### src/rtl/fxp_arb_pkg.sv
// Shared types and constants for the fixed-point add/sub arbiter.
package fxp_arb_pkg;

  typedef enum logic [1:0] {
    IDLE = 2'd0,
    EXEC = 2'd1,
    HOLD = 2'd2
  } state_e;

  localparam logic OP_ADD = 1'b0;
  localparam logic OP_SUB = 1'b1;

  localparam int unsigned MAX_W = 64;

  // Saturation constants, returned wide; callers truncate to their width.
  function automatic logic [MAX_W-1:0] max_pos(input int unsigned w);
    max_pos = (MAX_W'(1) << (w - 1)) - MAX_W'(1);
  endfunction

  function automatic logic [MAX_W-1:0] max_neg(input int unsigned w);
    max_neg = MAX_W'(1) << (w - 1);
  endfunction

endpackage

### src/rtl/fxp_addsub_core.sv
// Combinational two's-complement add/sub with signed-overflow detect.
module fxp_addsub_core
  import fxp_arb_pkg::*;
#(
  parameter int unsigned WIDTH = 16
) (
  input  logic [WIDTH-1:0] a_i,
  input  logic [WIDTH-1:0] b_i,
  input  logic             op_i,
  output logic [WIDTH-1:0] sum_c,
  output logic             ovf_c
);

  logic [WIDTH-1:0] b_eff;

  // Sub is A + ~B + 1; overflow when effective operand signs agree but result differs.
  always_comb begin
    b_eff = (op_i == OP_SUB) ? ~b_i : b_i;
    sum_c = a_i + b_eff + WIDTH'(op_i);
    ovf_c = (a_i[WIDTH-1] == b_eff[WIDTH-1]) && (sum_c[WIDTH-1] != a_i[WIDTH-1]);
  end

endmodule

### src/rtl/fxp_addsub_arbiter.sv
// Round-robin arbiter sharing one fxp add/sub datapath among NREQ requesters.
// Optional saturation of overflowed results is enabled by defining FXP_ARB_SAT_EN.
module fxp_addsub_arbiter
  import fxp_arb_pkg::*;
#(
  parameter int unsigned WIDTH = 16,
  parameter int unsigned NREQ  = 4,
  parameter int unsigned IDW   = $clog2(NREQ)
) (
  input  logic                  clk,
  input  logic                  rst,
  input  logic [NREQ-1:0]       req_valid,
  output logic [NREQ-1:0]       req_ready,
  input  logic [NREQ*WIDTH-1:0] req_a,
  input  logic [NREQ*WIDTH-1:0] req_b,
  input  logic [NREQ-1:0]       req_op,
  output logic                  resp_valid,
  input  logic                  resp_ready,
  output logic [IDW-1:0]        resp_id,
  output logic [WIDTH-1:0]      resp_data,
  output logic                  resp_ovf
);

  state_e           state_q, state_d;
  logic [IDW-1:0]   ptr_q, id_q, gnt_id_c;
  logic [WIDTH-1:0] a_q, b_q;
  logic             op_q;
  logic             gnt_any_c, fire_c;
  int unsigned      rr_idx;
  logic [WIDTH-1:0] sum_c, res_data_d;
  logic             ovf_c;
  logic             resp_valid_q, resp_ovf_q;
  logic [IDW-1:0]   resp_id_q;
  logic [WIDTH-1:0] resp_data_q;

  fxp_addsub_core #(.WIDTH(WIDTH)) u_core (
    .a_i   (a_q),
    .b_i   (b_q),
    .op_i  (op_q),
    .sum_c (sum_c),
    .ovf_c (ovf_c)
  );

`ifdef FXP_ARB_SAT_EN
  assign res_data_d = !ovf_c ? sum_c :
                      (a_q[WIDTH-1] ? WIDTH'(max_neg(WIDTH)) : WIDTH'(max_pos(WIDTH)));
`else
  assign res_data_d = sum_c;
`endif

  always_ff @(posedge clk) begin
    if (rst) state_q <= IDLE;
    else     state_q <= state_d;
  end

  always_comb begin
    state_d = state_q;
    case (state_q)
      IDLE:    if (fire_c) state_d = EXEC;
      EXEC:    state_d = HOLD;
      HOLD:    if (resp_ready) state_d = IDLE;
      default: state_d = IDLE;
    endcase
  end

  // Grant search starts one past the last winner; grant is masked outside IDLE and in reset.
  always_comb begin
    gnt_any_c = 1'b0;
    gnt_id_c  = '0;
    rr_idx    = 0;
    req_ready = '0;
    for (int unsigned k = 1; k <= NREQ; k++) begin
      rr_idx = (32'(ptr_q) + k) % NREQ;
      if (!gnt_any_c && req_valid[IDW'(rr_idx)]) begin
        gnt_any_c = 1'b1;
        gnt_id_c  = IDW'(rr_idx);
      end
    end
    if (state_q == IDLE && gnt_any_c && !rst) req_ready[gnt_id_c] = 1'b1;
  end

  assign fire_c = |(req_valid & req_ready);

  always_ff @(posedge clk) begin
    if (rst) begin
      ptr_q        <= IDW'(NREQ - 1);
      id_q         <= '0;
      a_q          <= '0;
      b_q          <= '0;
      op_q         <= OP_ADD;
      resp_valid_q <= 1'b0;
      resp_id_q    <= '0;
      resp_data_q  <= '0;
      resp_ovf_q   <= 1'b0;
    end else begin
      if (state_q == IDLE && fire_c) begin
        a_q   <= req_a[gnt_id_c*WIDTH +: WIDTH];
        b_q   <= req_b[gnt_id_c*WIDTH +: WIDTH];
        op_q  <= req_op[gnt_id_c];
        id_q  <= gnt_id_c;
        ptr_q <= gnt_id_c;
      end
      if (state_q == EXEC) begin
        resp_valid_q <= 1'b1;
        resp_data_q  <= res_data_d;
        resp_ovf_q   <= ovf_c;
        resp_id_q    <= id_q;
      end
      if (state_q == HOLD && resp_ready) resp_valid_q <= 1'b0;
    end
  end

  assign resp_valid = resp_valid_q;
  assign resp_id    = resp_id_q;
  assign resp_data  = resp_data_q;
  assign resp_ovf   = resp_ovf_q;

endmodule

### config.mk
export PLATFORM = sky130hd
export DESIGN_NAME = fxp_addsub_arbiter
export DESIGN_NICKNAME = d
export VERILOG_FILES = /design/src/rtl/fxp_arb_pkg.sv /design/src/rtl/fxp_addsub_core.sv /design/src/rtl/fxp_addsub_arbiter.sv
export SDC_FILE = /design/constraint.sdc
export NUM_CORES = 1
export LEC_CHECK = 0
export BUFFER_PORTS_ARGS = -buffer_cell sky130_fd_sc_hd__buf_4
export CAP_MARGIN = 0
export CORE_MARGIN = 5
export CORE_UTILIZATION = 43
export CTS_BUF_LIST = sky130_fd_sc_hd__clkbuf_4 sky130_fd_sc_hd__clkbuf_8
export DETAILED_ROUTE_END_ITERATION = 8
export GPL_TIMING_DRIVEN = 0
export PLACE_DENSITY = 0.8
export SYNTH_ARGS = -nofsm -noshare
export SYNTH_HDL_FRONTEND = slang
export SYNTH_SLANG_ARGS = --single-unit
### constraint.sdc
create_clock -name clk -period 3.4 [get_ports clk]
set_clock_uncertainty 0.2 [all_clocks]
set_input_delay 0.68 -clock clk [delete_from_list [all_inputs] [get_ports clk]]
set_output_delay 0.68 -clock clk [all_outputs]
set_load 0.02 [all_outputs]
==> metrics, run 1 <==
Post-Syn Instances=roughly 530; Vias=about 4700; fraction of synthesized area in multiplexers=0.498%; Mapped Avg Cell Area=7.56 µm²; number of fill cells in the layout=~870; number of instances on the worst hold path=2; number of pins exceeding their max-slew limit in the final report=0; Layout Utilization=approximately 61%; number of distinct standard cells referenced by the synthesized netlist=a little under 50; placed cell area=approximately 5400 µm²; maximum number of pins on one net before global-route repair=11; Seq pwr share=~34%; proportion of power drawn by combinational gates=about two fifths; multi-input logic area=~2600 µm²; Period minus WS final=about 3.2 ns; class of the tightest hold or removal check=flip-flop to flip-flop; fraction of layout cells with a size suffix above 1=roughly 28%; floorplan die area=11400 µm²; DR pass1 iterations=5; area growth from synthesis to final layout=38.4%; Die Wd=about 110 µm; share of flip-flops with an asynchronous set or reset after synthesis=0%; fraction of synthesized cell area in xor and xnor cells=under 10%; number of enable flip-flop cells after synthesis=0; result of the run=finished, final reports clean; mean number of vias per cell=roughly 5.7; Netlist Area Pre-Place=slightly above 4000 µm²; critical path capture point type=primary output; die span in y=approximately 110 µm; RSZ-0062 raised after global routing=no; antenna violation net count after detailed routing=0; TritonCTS clock tree=yes; fin nets=~860; post-route cell area=5570 µm²; endpoint of the worst hold-timing path=resp_id[1]; initial drt markers=about 240; total core area=between 9000 and 10000 µm²; number of gates resized after cts=0; main area contributors after synthesis=sky130_fd_sc_hd__dfxtp_1, sky130_fd_sc_hd__nand2_1, sky130_fd_sc_hd__a311o_1; r2r worst-path depth=10; highest-count cells in the layout ignoring fill and taps=sky130_fd_sc_hd__buf_4, sky130_fd_sc_hd__nand2_1, sky130_fd_sc_hd__dfxtp_1; number of remaining DRC errors=0; overall overflow remaining after global route=0; Worst EP arrival=roughly 2.3 ns; clock latency reported for the late side of the worst-skew pair=around 0.34 ns; estimated wirelength of the detail-placed design=11.7 mm; final worst-path cycle share=a little over nine tenths; synthesized-area fraction occupied by adder cells=around 4.9%; antenna violations before repair=0; Setup crit start kind=input pin; WL final=about 14 mm; relative contribution of the clock network to total power=roughly 27%; worst vdd ir=~0.18 mV; proportion of total power due to net switching=a little over a third; weighted congestion reported at the end of routability-driven placement=roughly 0.93; wire length of the first global-routing pass=approximately 22 mm; clock-pin slew of the registers on the worst-case setup and hold paths=about 0.060 ns; power dissipated by switching net loads=between 0.8 and 0.9 mW; buffer depth of the longest clock path=2; main combinational cell family by area after synthesis=compound AO/OA/AOI/OAI gates; Max Cap Violations=0; worst relative slew slack=47.2%; number of sinks on the clock net=59; Yosys top cell by area=sky130_fd_sc_hd__dfxtp_1; startpoint of the worst register-to-register path=op_q; Synth Net Count=about 700; Diodes inserted=0; Fin Setup TNS=0 ns; Slew @ Worst Pin=0.783 ns; number of global-route vias before repair=approximately 4600; launch instance of the worst min-delay path=resp_id[1]; static leakage=around 2.6 nW; Clock Tree Root=sky130_fd_sc_hd__clkbuf_8; flip-flop cell with the highest count after synthesis=sky130_fd_sc_hd__dfxtp_1; top cell type's share of synthesized area=29.4%; slack of the worst reg-to-reg path=approximately 0.42 ns; total routing usage reported by global routing=between 20% and 30%; number of buffers added by the clock tree synthesis step=9; Critical Path Fanout Max=10; hold violation count in the final report=0; leading cell type in the layout, fill and taps excluded=sky130_fd_sc_hd__buf_4; site row count=35; worst flop-to-flop path endpoint=resp_data[12]; share of synthesized cell area in and, or, nand and nor gates=approximately 24%; maximum frequency from static timing analysis=311 MHz; count of input and output buffers=around 160; Finish-stage setup viols=0; area fraction in compound gates after synthesis=29.3%; PD cells=431 nW/µm²; P_int=around 1.6 mW; sequential cell area=between 1000 and 1500 µm²; H-tree levels=3; critical path required time=approximately 2.5 ns; worst setup path category=input pin to primary output; I/O pin total=roughly 160; Yosys warning total=0; Synth Register Bits=~60; initial core utilization=a little over two fifths; sequential fraction of the synthesis area=between 20% and 30%; WL per Instance=17.5 µm
[area by class of cell]
type                    count  share of cell area, %
flip-flops and latches     59                   21.2
inverters                   6                  0.404
clock buffers              12                   2.97
plain buffers              44                   4.00
well taps                 111                   2.49
multi-input cells         422                   46.6
clock inverters             2                  0.629
repair buffers            161                   21.7
[metal layers]
layer / routed length [µm] / track usage [%] / up-vias / part of all wire, %
li1: - / - / 2273 / -
met1: 5790 / 29.8 / 2136 / 40
met2: 7010 / 43.2 / 218 / 49
met3: 1060 / 5.00 / 40 / 7.4
met4: 463 / 8.68 / 0 / 3.2
met5: 0 / 0 / - / 0
[cells by family after synthesis]
| group | Yosys count |
|---|---|
| AO/OA/AOI/OAI | 168 |
| adder cells (fa/ha/maj) | 15 |
| flip-flops | 59 |
| AND/OR/NAND/NOR | 212 |
| XOR/XNOR | 25 |
| buffers and inverters | 51 |
| multiplexers | 2 |
[flip-flops by register name, summed over array words and instances (netlist names), 2 cells and up]
signal and cells:
a_q 16, b_q 16, resp_id 2, ptr_q 2
id_q 2, resp_data 16, state_q 2
[through the flow]
step / setup WS, ns / std cells / total power, mW / hold WS, ns
final: 0.184 / 817 / 2.40 / 0.254
after global routing: 0.0428 / 817 / 2.53 / 0.272
after CTS: 0.113 / 818 / 2.39 / 0.253
after detailed placement: 0.123 / 804 / 1.75 / 0.245
after global placement: 0.180 / 804 / 1.73 / 0.241
after floorplan: 0.503 / 532 / 1.40 / 0.229
[worst max-delay path by stage]
stage / startpoint / end / slack [ns] / cells past startpoint
2_1_floorplan: req_valid[3] / req_ready[1] / 0.50 / 7
3_3_place_gp: op_q / resp_ovf / 0.18 / 10
3_5_place_dp: rst / req_ready[1] / 0.12 / 7
4_1_cts: op_q / resp_ovf / 0.11 / 10
5_1_grt: req_valid[3] / req_ready[1] / 0.04 / 6
6_report: req_valid[3] / req_ready[1] / 0.18 / 6
[power by group through the flow]
stage	Sequential (mW)	Combinational (mW)	Clock, mW
floorplan	0.846	0.553	0
global placement	0.827	0.908	0
detailed placement	0.829	0.918	0
CTS	0.815	0.925	0.655
global route	0.824	1.02	0.685
finish	0.815	0.931	0.652
[Yosys cell counts (2+ instances only)]
library cell               number
sky130_fd_sc_hd__o21ai_0       16
sky130_fd_sc_hd__a31oi_1        3
sky130_fd_sc_hd__nor3_1         4
sky130_fd_sc_hd__buf_2         10
sky130_fd_sc_hd__clkbuf_1      26
sky130_fd_sc_hd__and3_1        37
sky130_fd_sc_hd__and2_1         2
sky130_fd_sc_hd__or3_1          3
sky130_fd_sc_hd__nand2_1      129
sky130_fd_sc_hd__inv_1          5
sky130_fd_sc_hd__xnor2_1        6
sky130_fd_sc_hd__nor2_1        13
sky130_fd_sc_hd__xor2_1        19
sky130_fd_sc_hd__o22ai_1        3
sky130_fd_sc_hd__a211oi_1      39
sky130_fd_sc_hd__buf_1          2
sky130_fd_sc_hd__nor2b_1        4
sky130_fd_sc_hd__ha_1          14
sky130_fd_sc_hd__buf_6          5
sky130_fd_sc_hd__mux2i_1        2
sky130_fd_sc_hd__nand3_1        5
sky130_fd_sc_hd__a311o_1       33
sky130_fd_sc_hd__o21a_1         3
sky130_fd_sc_hd__or2_1          2
sky130_fd_sc_hd__dfxtp_1       59
sky130_fd_sc_hd__buf_4          2
sky130_fd_sc_hd__a21oi_1       57
sky130_fd_sc_hd__a21o_1         4
sky130_fd_sc_hd__nand2b_1       5
[worst max-delay path: stages]
cell	delay (ns)
sky130_fd_sc_hd__buf_4	0.13
sky130_fd_sc_hd__o41ai_2	0.75
sky130_fd_sc_hd__buf_4	0.30
sky130_fd_sc_hd__buf_2	0.22
sky130_fd_sc_hd__nor3_1	0.08
sky130_fd_sc_hd__buf_4	0.17
[timing repair]
| item | in CTS | in global routing |
|---|---|---|
| buffers inserted | 0 | 0 |
| hold buffers | 0 | 0 |
| endpoints found under the setup margin | 0 | 3 |
No activity file was read; power rests on OpenSTA's default activity.
==> run 2: changes to the inputs <==
- CORE_UTILIZATION: 43 -> 51
- PLACE_DENSITY: 0.8 -> 0.92
==> metrics, run 2 (synthesis gave the netlist of run 1 again) <==
WL per Instance=about 19 µm; TritonCTS clock tree=yes; number of instances on the worst hold path=2; clock-pin slew of the registers on the worst-case setup and hold paths=0.07 ns; antenna violations before repair=0; Setup crit start kind=input pin; final worst-path cycle share=~95%; result of the run=finished, final reports clean; number of remaining DRC errors=0; Finish-stage setup viols=0; startpoint of the worst register-to-register path=op_q; crit-path leading delay family=buffers and inverters; worst vdd ir=roughly 0.16 mV; area growth from synthesis to final layout=37.3%; floorplan die area=between 9000 and 10000 µm²; proportion of power drawn by combinational gates=between 40% and 50%; Slew @ Worst Pin=0.778 ns; Fin Setup TNS=0 ns; launch instance of the worst min-delay path=resp_data[6]; Clock Tree Root=sky130_fd_sc_hd__clkbuf_8; Vias=4784; Seq pwr share=between 30% and 40%; PD cells=between 400 and 500 nW/µm²; Layout Utilization=71.8%; mean number of vias per cell=a little under 6; critical path required time=between 2 and 3 ns; number of sinks on the clock net=between 50 and 60; number of global-route vias before repair=4968; hold violation count in the final report=0; RSZ-0062 raised after global routing=no; worst setup path category=input pin to primary output; Critical Path Fanout Max=10; initial core utilization=roughly 52%; maximum frequency from static timing analysis=between 300 and 400 MHz; class of the tightest hold or removal check=flip-flop to flip-flop; clock latency reported for the late side of the worst-skew pair=approximately 0.34 ns; Slowest cell on crit path=sky130_fd_sc_hd__o41ai_2; wire length of the first global-routing pass=24.1 mm; slack of the worst reg-to-reg path=roughly 0.40 ns; Diodes inserted=0; number of fill cells in the layout=600; multi-input logic area=between 2000 and 3000 µm²; I/O pin total=163; antenna violation net count after detailed routing=0; worst-path cell chain=buf_4 > o41ai_2 > buf_4 > buf_2 > nor3_1 > buf_4; final-layout worst hold slack=between 0.2 and 0.3 ns; relative contribution of the clock network to total power=24.1%; fraction of layout cells with a size suffix above 1=between 20% and 30%; worst flop-to-flop path endpoint=resp_data[12]; buffer depth of the longest clock path=2; H-tree levels=3; die span in y=approximately 99 µm; proportion of total power due to net switching=approximately 37%; hold buffer count at cts=0; r2r worst-path depth=10; Die Wd=a little under 100 µm; weighted congestion reported at the end of routability-driven placement=just under 1; fin nets=~860; Period minus WS final=between 3 and 4 ns; number of buffers added by the clock tree synthesis step=9; leading cell type in the layout, fill and taps excluded=sky130_fd_sc_hd__buf_4; sequential cell area=1180 µm²; largest stage delay on the critical path=0.75 ns; total routing usage reported by global routing=about 31%; total buffers and inverters traversed by the critical path=4; WL final=15.1 mm; P_int=around 1.5 mW; endpoint of the worst hold-timing path=resp_data[6]; highest-count cells in the layout ignoring fill and taps=sky130_fd_sc_hd__buf_4, sky130_fd_sc_hd__nand2_1, sky130_fd_sc_hd__dfxtp_1; static leakage=~2.6 nW; Post CTS Setup Buffer Count=0; maximum number of pins on one net before global-route repair=11; cell seen most often among critical-path stages=sky130_fd_sc_hd__buf_4; count of input and output buffers=about 160; number of pins exceeding their max-slew limit in the final report=0; initial drt markers=~260; Max Cap Violations=0; site row count=32; Worst EP arrival=approximately 2.3 ns; power dissipated by switching net loads=0.859 mW; critical path capture point type=primary output; total core area=roughly 7700 µm²; estimated wirelength of the detail-placed design=about 12 mm; worst relative slew slack=a little under half; number of gates resized after cts=0; overall overflow remaining after global route=0; DR pass1 iterations=6
[run 2: cell count changes in the layout (fill, tap and decap cells not counted)]
cell | previous run | this run
sky130_fd_sc_hd__clkinv_2 | 1 | 3
sky130_fd_sc_hd__clkbuf_8 | 12 | 11
sky130_fd_sc_hd__bufinv_16 | 1 | 0
[run 2: worst min-delay path, cell delays in order (launching register included)]
cell and delay [ns]:
sky130_fd_sc_hd__dfxtp_1 0.31, sky130_fd_sc_hd__nand2_1 0.05, sky130_fd_sc_hd__a21oi_1 0.05
[run 2: cell type report]
cell class	instances	area share, %
inverter	6	0.408
tap	102	2.31
clock inverter	3	0.272
sequential	59	21.4
buffer	44	4.03
multi-input combinational	422	47.0
timing repair buffer	161	21.9
clock buffer	11	2.74
[run 2: metrics by stage]
stage / power, mW / instance area (µm²) / worst slack (ns) / instances
detailed placement: 1.76 / 5360 / 0.166 / 795
CTS: 2.31 / 5530 / 0.129 / 809
floorplan: 1.40 / 4020 / 0.503 / 532
finish: 2.32 / 5520 / 0.176 / 808
global route: 2.46 / 5520 / 0.122 / 808
global placement: 1.73 / 5360 / 0.176 / 795
[run 2: how the worst max path moves through the flow]
| stage | startpoint | endpoint | slack (ns) | cells after the start |
|---|---|---|---|---|
| after floorplan | req_valid[3] | req_ready[1] | 0.50 | 7 |
| after global placement | op_q | resp_ovf | 0.18 | 10 |
| after detailed placement | op_q | resp_data[14] | 0.17 | 10 |
| after CTS | op_q | resp_ovf | 0.13 | 10 |
| after global routing | op_q | resp_data[12] | 0.12 | 10 |
| final | req_valid[3] | req_ready[1] | 0.18 | 6 |
[run 2: per-layer routing]
layer / track usage (%) / share of wire, % / wire length (µm)
met2: 55.7 / 50 / 7560
met4: 14.8 / 4.4 / 667
met5: 0 / 0 / 0
met1: 34.6 / 37 / 5670
met3: 7.43 / 8.1 / 1230
[run 2: power by group through the flow]
stage / combinational, mW / sequential [mW] / clock (mW)
floorplan: 0.553 / 0.846 / 0
global placement: 0.907 / 0.825 / 0
detailed placement: 0.930 / 0.830 / 0
CTS: 0.936 / 0.816 / 0.559
global route: 1.04 / 0.825 / 0.593
finish: 0.947 / 0.817 / 0.561
